==> src/rtl/scd_pkg.sv <==
// Shared types for the SCD trap-cycle sequencer.
// Trap code bit 1 is the arithmetic overflow request; bit 2 is pushdown overflow.
package scd_pkg;

    typedef enum logic [1:0] {
        IDLE,
        ARMED,
        CYCLE,
        CLEAR
    } trapState_t;

    localparam logic [8:0] TRAP_BASE = 9'o420;

    typedef logic [1:2] trapCode_t;

    // REQ1 selects location 421, REQ2 selects 422, both select 423.
    function automatic logic [8:0] trap_adr(trapCode_t c);
        return TRAP_BASE | {7'd0, c[2], c[1]};
    endfunction

endpackage

==> src/rtl/scd_trap_seq_if.sv <==
// Request/acknowledge bundle between the SCD flags, the EBOX microcode
// and the trap-cycle sequencer.
interface scd_trap_seq_if;
    logic       trapReq1;
    logic       trapReq2;
    logic       trapEn;
    logic       user;
    logic       nicond;
    logic       intReq;
    logic       pageFail;
    logic       cycDone;
    logic       trapCyc1;
    logic       trapCyc2;
    logic [8:0] trapAdr;
    logic       trapUser;
    logic [1:0] clrReq;
    logic       trapHung;

    modport master (
        output trapReq1, trapReq2, trapEn, user, nicond,
        output intReq, pageFail, cycDone,
        input  trapCyc1, trapCyc2, trapAdr, trapUser,
        input  clrReq, trapHung
    );

    modport slave (
        input  trapReq1, trapReq2, trapEn, user, nicond,
        input  intReq, pageFail, cycDone,
        output trapCyc1, trapCyc2, trapAdr, trapUser,
        output clrReq, trapHung
    );
endinterface

==> src/rtl/scd_trap_seq.sv <==
// SCD trap-cycle sequencer: holds overflow trap requests until an
// instruction boundary, runs the trap cycle, then clears the SCD flags.
module scd_trap_seq
    import scd_pkg::*;
#(
    parameter int TIMEOUT = 64
) (
    input  logic          clk,
    input  logic          CROBAR,
    scd_trap_seq_if.slave bus
);

    localparam logic [7:0] CNT_MAX = 8'(TIMEOUT - 1);

    trapState_t state, state_n;
    trapCode_t  pend, pend_n;
    trapCode_t  code, code_n;
    trapCode_t  req, pend_all;
    logic       user_q, user_n;
    logic [7:0] cnt, cnt_n;
    logic       hung, hung_n;
    logic       take;

    trapCode_t  cyc_q, cyc_n;
    logic [8:0] adr_q, adr_n;
    logic [1:0] clr_q, clr_n;

    always_comb begin
        req      = {bus.trapReq1, bus.trapReq2};
        pend_all = pend | req;
        take     = (pend_all != '0) && bus.nicond
                   && bus.trapEn && !bus.intReq;
        state_n  = state;
        pend_n   = pend_all;
        code_n   = code;
        user_n   = user_q;
        cnt_n    = cnt;
        hung_n   = hung;

        unique case (state)
            IDLE, ARMED: begin
                if (take) begin
                    // Same-cycle requests are bypassed into code, so
                    // nothing is left behind in pend.
                    state_n = CYCLE;
                    code_n  = pend_all;
                    user_n  = bus.user;
                    pend_n  = '0;
                    cnt_n   = '0;
                end else if (pend_all != '0) begin
                    state_n = ARMED;
                end else begin
                    state_n = IDLE;
                end
            end
            CYCLE: begin
                if (bus.pageFail) begin
                    state_n = ARMED;
                    pend_n  = pend_all | code;
                    code_n  = '0;
                end else if (bus.cycDone) begin
                    state_n = CLEAR;
                end else if (cnt == CNT_MAX) begin
                    hung_n  = 1'b1;
                    code_n  = '0;
                    state_n = (pend_all != '0) ? ARMED : IDLE;
                end else begin
                    cnt_n = cnt + 8'd1;
                end
            end
            CLEAR: begin
                code_n  = '0;
                state_n = (pend_all != '0) ? ARMED : IDLE;
            end
            default: begin
                state_n = IDLE;
            end
        endcase

        cyc_n = '0;
        adr_n = '0;
        clr_n = '0;
        if (state_n == CYCLE) begin
            cyc_n = code_n;
            adr_n = trap_adr(code_n);
        end
        if (state_n == CLEAR) begin
            clr_n = code_n;
        end
    end

    always_ff @(posedge clk) begin
        if (CROBAR) begin
            state  <= IDLE;
            pend   <= '0;
            code   <= '0;
            user_q <= 1'b0;
            cnt    <= '0;
            hung   <= 1'b0;
            cyc_q  <= '0;
            adr_q  <= '0;
            clr_q  <= '0;
        end else begin
            state  <= state_n;
            pend   <= pend_n;
            code   <= code_n;
            user_q <= user_n;
            cnt    <= cnt_n;
            hung   <= hung_n;
            cyc_q  <= cyc_n;
            adr_q  <= adr_n;
            clr_q  <= clr_n;
        end
    end

    // These drive the iSCD trap cycle and flag-clear lines.
    assign bus.trapCyc1 = cyc_q[1];
    assign bus.trapCyc2 = cyc_q[2];
    assign bus.trapAdr  = adr_q;
    assign bus.trapUser = user_q;
    assign bus.clrReq   = clr_q;
    assign bus.trapHung = hung;

endmodule

==> src/flat_wrapper.sv <==
// flat-port wrapper written by rule: the top's interface ports become plain ports
module scd_trap_seq_flat import scd_pkg::*;
#(
    parameter int TIMEOUT = 64
)
  (clk, CROBAR, bus_trapReq1, bus_trapReq2, bus_trapEn, bus_user, bus_nicond, bus_intReq, bus_pageFail, bus_cycDone, bus_trapCyc1, bus_trapCyc2, bus_trapAdr, bus_trapUser, bus_clrReq, bus_trapHung);
  scd_trap_seq_if bus_i ();
  input  logic clk;
  input  logic CROBAR;
  input wire logic [$bits(bus_i.trapReq1)-1:0] bus_trapReq1;
  input wire logic [$bits(bus_i.trapReq2)-1:0] bus_trapReq2;
  input wire logic [$bits(bus_i.trapEn)-1:0] bus_trapEn;
  input wire logic [$bits(bus_i.user)-1:0] bus_user;
  input wire logic [$bits(bus_i.nicond)-1:0] bus_nicond;
  input wire logic [$bits(bus_i.intReq)-1:0] bus_intReq;
  input wire logic [$bits(bus_i.pageFail)-1:0] bus_pageFail;
  input wire logic [$bits(bus_i.cycDone)-1:0] bus_cycDone;
  output wire logic [$bits(bus_i.trapCyc1)-1:0] bus_trapCyc1;
  output wire logic [$bits(bus_i.trapCyc2)-1:0] bus_trapCyc2;
  output wire logic [$bits(bus_i.trapAdr)-1:0] bus_trapAdr;
  output wire logic [$bits(bus_i.trapUser)-1:0] bus_trapUser;
  output wire logic [$bits(bus_i.clrReq)-1:0] bus_clrReq;
  output wire logic [$bits(bus_i.trapHung)-1:0] bus_trapHung;
  assign bus_i.trapReq1 = bus_trapReq1;
  assign bus_i.trapReq2 = bus_trapReq2;
  assign bus_i.trapEn = bus_trapEn;
  assign bus_i.user = bus_user;
  assign bus_i.nicond = bus_nicond;
  assign bus_i.intReq = bus_intReq;
  assign bus_i.pageFail = bus_pageFail;
  assign bus_i.cycDone = bus_cycDone;
  assign bus_trapCyc1 = bus_i.trapCyc1;
  assign bus_trapCyc2 = bus_i.trapCyc2;
  assign bus_trapAdr = bus_i.trapAdr;
  assign bus_trapUser = bus_i.trapUser;
  assign bus_clrReq = bus_i.clrReq;
  assign bus_trapHung = bus_i.trapHung;
  scd_trap_seq #(.TIMEOUT(TIMEOUT)) u_core (.clk(clk), .CROBAR(CROBAR), .bus(bus_i));
endmodule
==> config.mk <==
export PLATFORM = sky130hd
export DESIGN_NAME = scd_trap_seq_flat
export DESIGN_NICKNAME = d
export VERILOG_FILES = /design/src/rtl/scd_pkg.sv /design/src/rtl/scd_trap_seq_if.sv /design/src/rtl/scd_trap_seq.sv /design/src/flat_wrapper.sv
export SDC_FILE = /design/constraint.sdc
export NUM_CORES = 1
export LEC_CHECK = 0
export ABC_CLOCK_PERIOD_IN_PS = 1800
export CAP_MARGIN = 20
export CORE_MARGIN = 2
export CORE_UTILIZATION = 44
export CTS_CLUSTER_DIAMETER = 50
export DETAILED_ROUTE_END_ITERATION = 10
export PLACE_DENSITY = 0.8
export REMOVE_ABC_BUFFERS = 1
export SLEW_MARGIN = 20
export SYNTH_ARGS = -nofsm -noshare
export SYNTH_HDL_FRONTEND = slang
export SYNTH_SLANG_ARGS = --single-unit
==> constraint.sdc <==
create_clock -name clk -period 1.8 [get_ports clk]
set_input_delay 0.45 -clock clk [delete_from_list [all_inputs] [get_ports clk]]
set_output_delay 0.45 -clock clk [all_outputs]
set_load 0.005 [all_outputs]
==> results_dict.tcl <==
set metrics [dict create \
    ctsRootBufferMaster "clkbuf_4" \
    critical_path_class "reg -> reg" \
    clkLatencyLatePin_ns 0.30 \
    min_delay_worst_endpoint "u_core.bus.trapUser$_SDFFE_PP0P_" \
    synth_top_area_share_pct 37.1 \
    r2r_end "u_core.cyc_q[0]$_SDFF_PP0_" \
    start_util_pct 46.2 \
    numClockSinks 21 \
    cts_tree "done" \
    area_delta_synth_final_pct 42.7 \
    p_per_area_mw_per_mm2 530 \
    grt_first_pass_wirelength_mm 4.48 \
    wl_met3_um 162 \
    grt_overflow_total 0 \
    hold_start "u_core.bus.trapUser$_SDFFE_PP0P_" \
    total_power_mw 0.858 \
    gp_congestion 0.897 \
    critPathSlowestCell "or3b_4" \
    synth_edf_count 0 \
    die_h_um 54.8 \
    wl_mm 2.99 \
    grt_pass1_vias 1043 \
    dp_hpwl_mm 2.01 \
    period_share_pct 97.2 \
    synth_commonest_cells "dfxtp_1 (21), nand2_1 (13), a21oi_1 (12), nand3_1 (10), buf_4 (9)" \
    drt-initial-drc-count 23 \
    finalCriticalPeriod_ns 1.75 \
    skew_ns 0.00303 \
    io_buffers 19 \
    vias 1121 \
    max_freq_ghz 0.572 \
    drive_above_1_share_pct 26.7 \
    path_cells "ha_1 > or3b_4 > buf_4 > o31a_1 > nand2_1 > a21oi_1" \
    ys_ff_latch 21 \
    drv_cap 0 \
    yosys.cell_types.count 40 \
    r2r_start "u_core.cnt[0]$_SDFFE_PP0P_" \
    r2r_setup_slack_ns 0.05 \
    async_flop_share_pct 0 \
    syn_area_mm2 0.00113 \
    cts_buffers 3 \
    end_kind "flip-flop" \
    ys.flop_type "dfxtp_1" \
    synth_most_common_cell "dfxtp_1" \
    insertedDiodeCount 0 \
    yosys.area.top_type "dfxtp_1" \
    final_nets 177 \
    setup_tns_ns 0 \
    path_clk_slew_ns 0.12 \
    rows 18 \
    irDropWorstVdd_uv 388 \
    pin_count 25 \
    highest_layer "met4" \
    synth_area_leaders "dfxtp_1 (37%), buf_4 (6.0%), a21oi_1 (5.3%)" \
    htreeDepth 1 \
    hold_buffers 0 \
    fill_cells 193 \
    syn_inst 129 \
    power_leakage_nw 0.600 \
    fin_hold_ws_ns 0.492 \
    wl_per_cell_um 15.3 \
    outcome "complete, no violations" \
    r2r_cells 6 \
    drtPass1Iterations 4 \
    setup_viol 0 \
    clock_path_buffers 2 \
    worstHoldPathCells 2 \
    postLayoutCoreUtil_pct 65.9 \
    antenna_left 0 \
    grt_max_degree 13 \
    seq_area_frac_synth_pct 37.1 \
    avgSynthCellArea_um2 8.79 \
    wl_met2_mm 1.61 \
    grt_usage_pct 20.6 \
    die_area_mm2 0.00300 \
    m1WireLength_mm 1.14 \
    die_w_um 54.8 \
    hold_class "reg -> reg" \
    hold_viol 0 \
    required_ns 2.00 \
    antenna_found_initial 0 \
    critPathArrivalTime_ns 1.95 \
    core-area_mm2 0.00245 \
    worstPathMaxFanout 4 \
    drv_slew 0 \
    vias_per_cell 5.75 \
    yosysWarnings 0 \
    drc 0 \
    max_stage_delay_ns 0.43 \
    startpoint_type "flip-flop" \
]
-- final cells by class --
| cell class | instances | area [um2] | area share [%] |
|---|---|---|---|
| Inverter | 3 | 11.3 | 0.696 |
| Clock inverter | 1 | 5.00 | 0.309 |
| Tap cell | 30 | 37.5 | 2.32 |
| Clock buffer | 3 | 22.5 | 1.39 |
| Multi-Input combinational cell | 96 | 727 | 44.9 |
| Timing Repair Buffer | 41 | 392 | 24.2 |
| Sequential cell | 21 | 423 | 26.1 |
-- sequential cells by signal (all words and copies together), names as in the netlist --
name and flops:
u_core.cnt 8, u_core.bus.clrReq 2, u_core.bus.trapAdr 2, u_core.code 2, u_core.pend 2, u_core.state 2, u_core.bus.trapHung 1, u_core.bus.trapUser 1
u_core.cyc_q 1
-- worst max-delay path, delay by kind of cell (launching register included) --
family	cells	cell delay, ns
compound gates	2	0.37
fa+ha+maj	1	0.18
buf+inv	1	0.17
flops	1	0.36
simple gates	2	0.57
-- layer usage --
metal  GRT usage [%]  up-vias
li1                -      523
met1            21.5      553
met2            40.1       37
met3            3.55        8
met4            7.50        0
met5               0        -
-- where the power goes --
group | leakage (nW) | switching (mW) | total (mW) | internal, mW
Combinational | 0.411 | 0.0712 | 0.144 | 0.0729
Clock | 0.0177 | 0.147 | 0.230 | 0.0829
Sequential | 0.171 | 0.00933 | 0.484 | 0.475
Total | 0.600 | 0.227 | 0.858 | 0.630
-- through the flow --
stage          area (um2)  worst slack [ns]  cells
2_1_floorplan        1060            -0.462    120
3_3_place_gp         1410            -0.355    185
3_5_place_dp         1410            -0.412    185
4_1_cts              1520          -0.00571    191
5_1_grt              1620           -0.0360    195
6_report             1620            0.0504    195
-- worst max-delay path by stage --
stage                               start                                to  slack, ns
2_1_floorplan                  bus_nicond        u_core.cnt[5]$_SDFFE_PP0P_      -0.46
4_1_cts                      bus_trapReq1  u_core.bus.trapAdr[0]$_SDFF_PP0_     -0.006
6_report       u_core.cnt[0]$_SDFFE_PP0P_        u_core.cyc_q[0]$_SDFF_PP0_       0.05
3_3_place_gp                   bus_nicond        u_core.cnt[6]$_SDFFE_PP0P_      -0.36
3_5_place_dp                   bus_nicond        u_core.cnt[6]$_SDFFE_PP0P_      -0.41
5_1_grt        u_core.cnt[0]$_SDFFE_PP0P_         u_core.code[1]$_SDFF_PP0_      -0.04
-- cells by family after synthesis --
family / count (synthesis) / synth area share, %
muxes: 6 / 5.30
adders and majority gates: 1 / 1.10
and+or+nand+nor: 48 / 23.1
DFF: 21 / 37.1
other: 1 / 0.331
buffers and inverters: 16 / 9.05
AOI/OAI and AO/OA: 36 / 24.1
-- repair_timing --
| item | in CTS | in global routing |
|---|---|---|
| resized for setup | 12 | 12 |
| buffers inserted | 2 | 4 |
| setup endpoints to repair | 15 | 16 |
| pin swaps | 1 | 5 |
-- cells in the final DEF, fill, tap and decap left out, drive strengths merged, types with 2 or more instances in the layout --
| cell type | count |
|---|---|
| nand2 | 13 |
| dlymetal6s2s | 3 |
| a2111oi | 3 |
| buf | 22 |
| o31ai | 2 |
| nand2b | 5 |
| a21boi | 4 |
| dfxtp | 21 |
| conb | 5 |
| nand3 | 10 |
| inv | 3 |
| clkdlybuf4s50 | 13 |
| clkbuf | 3 |
| a211oi | 3 |
| nor2 | 8 |
| o21ai | 4 |
| o21bai | 2 |
| mux2i | 6 |
| a21oi | 14 |
| dlygate4sd2 | 3 |
(Power assumes the default switching activity.)
